===== src/rtl/reg_pipe_chain.sv =====
// Elastic register-slice chain: DEPTH valid/ready stages with bubble collapse.
// Optional synchronous flush port enabled by defining PIPE_FLUSH_EN.
module reg_pipe_chain #(
    parameter int unsigned DATA_W = 8,
    parameter int unsigned DEPTH  = 4,
    localparam int unsigned CNT_W = $clog2(DEPTH + 1)
) (
    input  logic              clk,
    input  logic              rst,
`ifdef PIPE_FLUSH_EN
    input  logic              flush,
`endif
    input  logic              in_valid,
    output logic              in_ready,
    input  logic [DATA_W-1:0] in_data,
    output logic              out_valid,
    input  logic              out_ready,
    output logic [DATA_W-1:0] out_data,
    output logic [CNT_W-1:0]  occupancy
);

    logic              flush_c;
    logic [DEPTH-1:0]  v_q;
    logic [DEPTH-1:0]  v_d;
    logic [DATA_W-1:0] data_q [DEPTH];
    logic [DATA_W-1:0] data_d [DEPTH];
    logic [DEPTH:0]    rdy_c;
    logic [CNT_W-1:0]  occ_c;

`ifdef PIPE_FLUSH_EN
    assign flush_c = flush;
`else
    assign flush_c = 1'b0;
`endif

    // A stage can take a word if it is empty or its own word moves on.
    always_comb begin
        rdy_c        = '0;
        rdy_c[DEPTH] = out_ready && !flush_c;
        for (int i = int'(DEPTH) - 1; i >= 0; i--) begin
            rdy_c[i] = !v_q[i] || rdy_c[i+1];
        end
    end

    always_comb begin
        v_d    = v_q;
        data_d = data_q;
        if (rdy_c[0]) begin
            v_d[0] = in_valid;
            if (in_valid) begin
                data_d[0] = in_data;
            end
        end
        for (int i = 1; i < int'(DEPTH); i++) begin
            if (rdy_c[i]) begin
                v_d[i] = v_q[i-1];
                if (v_q[i-1]) begin
                    data_d[i] = data_q[i-1];
                end
            end
        end
        // Flush drops every word but leaves payload registers as they were.
        if (flush_c) begin
            v_d    = '0;
            data_d = data_q;
        end
    end

    always_comb begin
        occ_c = '0;
        for (int i = 0; i < int'(DEPTH); i++) begin
            occ_c = occ_c + CNT_W'(v_q[i]);
        end
    end

    always_ff @(posedge clk or posedge rst) begin
        if (rst) begin
            v_q <= '0;
            for (int i = 0; i < int'(DEPTH); i++) begin
                data_q[i] <= '0;
            end
        end else begin
            v_q    <= v_d;
            data_q <= data_d;
        end
    end

    assign in_ready  = rdy_c[0] && !flush_c;
    assign out_valid = v_q[DEPTH-1] && !flush_c;
    assign out_data  = data_q[DEPTH-1];
    assign occupancy = occ_c;

endmodule

===== config.mk =====
export PLATFORM = sky130hd
export DESIGN_NAME = reg_pipe_chain
export DESIGN_NICKNAME = d
export VERILOG_FILES = /design/src/rtl/reg_pipe_chain.sv
export SDC_FILE = /design/constraint.sdc
export NUM_CORES = 1
export LEC_CHECK = 0
export CORE_MARGIN = 4
export CORE_UTILIZATION = 30
export CTS_CLUSTER_SIZE = 20
export DETAILED_ROUTE_END_ITERATION = 10
export PLACE_DENSITY = 0.56
export SLEW_MARGIN = 20
export SYNTH_ARGS = -nofsm -noshare
export SYNTH_HDL_FRONTEND = slang
export SYNTH_SLANG_ARGS = --single-unit

===== constraint.sdc =====
create_clock -name clk -period 1.9 [get_ports clk]
set_clock_uncertainty 0.2 [all_clocks]
set_input_delay 0.38 -clock clk [delete_from_list [all_inputs] [get_ports clk]]
set_output_delay 0.38 -clock clk [all_outputs]
set_load 0.005 [all_outputs]

==> flow_metrics.tcl <==
set metrics [dict create \
    fin_crit_ps 2350 \
    nets 144 \
    hp-class "input port to async pin" \
    wl_per_cell_um 11.7 \
    n_fill_cell 461 \
    hpwl_um 1770 \
    via_count 785 \
    ys_ff_latch 36 \
    worstSetupPathType "register to output pin" \
    syn_nets 112 \
    finalSetupViolCount 4 \
    firstDrtPassIters 4 \
    cts_buffers 5 \
    cts_root_buf "clkbuf_8" \
    antenna_found_initial 0 \
    clock.fmax_ghz 0.425 \
    num_rows 25 \
    die_h_um 78.4 \
    critPathRequiredTime_ps 1320 \
    stdcell_count 197 \
    yosysSeqAreaShare_pct 60.7 \
    max_cap_viol_count 0 \
    outcome "complete, but fails checks" \
    crit_fanout 2 \
    drt_wl_total_um 2310 \
    clkLatencyLatePin_ps 280 \
    core_um2 4750 \
    ys.warnings.count 0 \
    die_w_um 78.4 \
    peakVddDrop_v 0.000333 \
    placed_area_um2 1840 \
    start_util_pct 31.2 \
    drive_gt1_share_pct 49.2 \
    fin_crit_sh_pct 124 \
    avgSynthCellArea_um2 15.3 \
    violations "negative setup slack" \
    grt.overflow.total 0 \
    reg2reg_from "v_q[3]" \
    via_per_inst 3.98 \
    ant_nets 0 \
    syn_to_final_growth_pct 32.6 \
    reg2reg_depth 6 \
    cts-htree-levels 2 \
    final-hold-violation-count 0 \
    regToRegSetupSlack_ps 90 \
    grt_pass1_wl_um 4020 \
    synth_area_um2 1490 \
    grt_pass1_vias 873 \
    grt_max_degree 37 \
    stdcell_area_um2 1970 \
    antennaDiodeCount 0 \
    critPathArrivalTime_ps 1770 \
    finalSetupTns_ps -1150 \
    setup_slack_ps -453 \
    cts_hold_buffers 0 \
    ios 25 \
    die-area_um2 6140 \
    power_density_nw_per_um2 1260 \
    clockBufferDepth 2 \
    dpl.cell_count 187 \
    synthCells 97 \
    yosysUniqueCellTypes 13 \
    tightest_slew_ps 439 \
    cp-end-kind "output pin" \
    portBuffers 24 \
    r2r_end "data_q[27]" \
    final_cell_mix "dfrtp_1, mux2_2, clkdlybuf4s50_1" \
    drt_iter0_drc 25 \
    final_common_cell "dfrtp_1" \
    cp-start-kind "register" \
    cp-startpoint "v_q[1]" \
    clk_pin_slew_ps 60 \
    cts_tree "yes" \
    drv_slew 0 \
    drc_errors 0 \
    cts.sinks 36 \
    grt_use_total_pct 8.59 \
    maxSlewHeadroom_pct 70.8 \
    leakage_nw 0.845 \
    rsz0062_at_grt "yes" \
    fin_util_pct 41.4 \
    gp_congestion 0.815 \
]
[stage by stage]
stage	total power [mW]	hold WS [ps]	worst slack (ps)
floorplan	1.60	275	-124
global placement	1.81	269	-530
detailed placement	1.86	293	-582
CTS	2.51	297	-466
global route	2.64	313	-517
finish	2.48	297	-453
[report_power, final]
part           leakage, nW  internal [mW]  switching (mW)
logic                0.375          0.487           0.214
clock network       0.0552          0.389           0.249
registers            0.415           1.02           0.128
total                0.845           1.89           0.592
[cells in the mapped netlist]
master	count	area (um2)
nand2b_1	3	18.8
mux2_2	32	360
dfrtp_1	36	901
fa_1	1	20.0
or2_2	1	6.26
nand2_2	2	12.5
nand3b_1	1	7.51
nand4b_4	1	23.8
nand2_1	3	11.3
ha_1	2	25.0
o21ai_4	1	16.3
buf_4	8	60.1
inv_1	6	22.5
[worst max-delay path by stage]
stage / slack, ps / endpoint / cells past startpoint
2_1_floorplan: -120 / occupancy[1] / 5
3_3_place_gp: -530 / occupancy[1] / 6
3_5_place_dp: -580 / occupancy[1] / 6
4_1_cts: -470 / occupancy[1] / 6
5_1_grt: -520 / occupancy[1] / 6
6_report: -450 / occupancy[1] / 6
[registers in the layout, indices dropped and copies added, names as in the netlist]
signal,cells
out_data,8
v_q,4
data_q,24
[cell families after synthesis]
group / count (synthesis) / share of synthesized area (%)
muxes: 32 / 24.3
DFF: 36 / 60.7
buffers and inverters: 14 / 5.56
and+or+nand+nor: 11 / 5.39
adders and majority gates: 3 / 3.03
AOI/OAI and AO/OA: 1 / 1.10
[cell type report]
| cell class | instances | area [um2] | share of cell area [%] |
|---|---|---|---|
| clock buffers | 6 | 72.6 | 3.68 |
| clock inverters | 2 | 35.0 | 1.78 |
| multi-input cells | 47 | 529 | 26.9 |
| well taps | 67 | 83.8 | 4.26 |
| repair buffers | 33 | 324 | 16.5 |
| flip-flops and latches | 36 | 902 | 45.8 |
| inverters | 6 | 22.5 | 1.14 |
[layer usage]
layer  track usage (%)  wire length [um]
met5                 0                 0
met4              3.67                48
met3              3.90                99
met2              14.2              1200
met1              9.52               952
[timing repair]
item | 4_1_cts | 5_1_grt
pin swaps | 2 | 2
setup endpoints to repair | 4 | 5
setup buffers | 1 | 3
resized for setup | 23 | 4
gates cloned | 0 | 0
[worst max-delay path, stage by stage (launching register included)]
cell and delay (ps):
dfrtp_1 360, inv_2 50, fa_1 540, inv_2 50, ha_4 150, ha_4 230, buf_6 110
No activity file was read; power rests on OpenSTA's default activity.
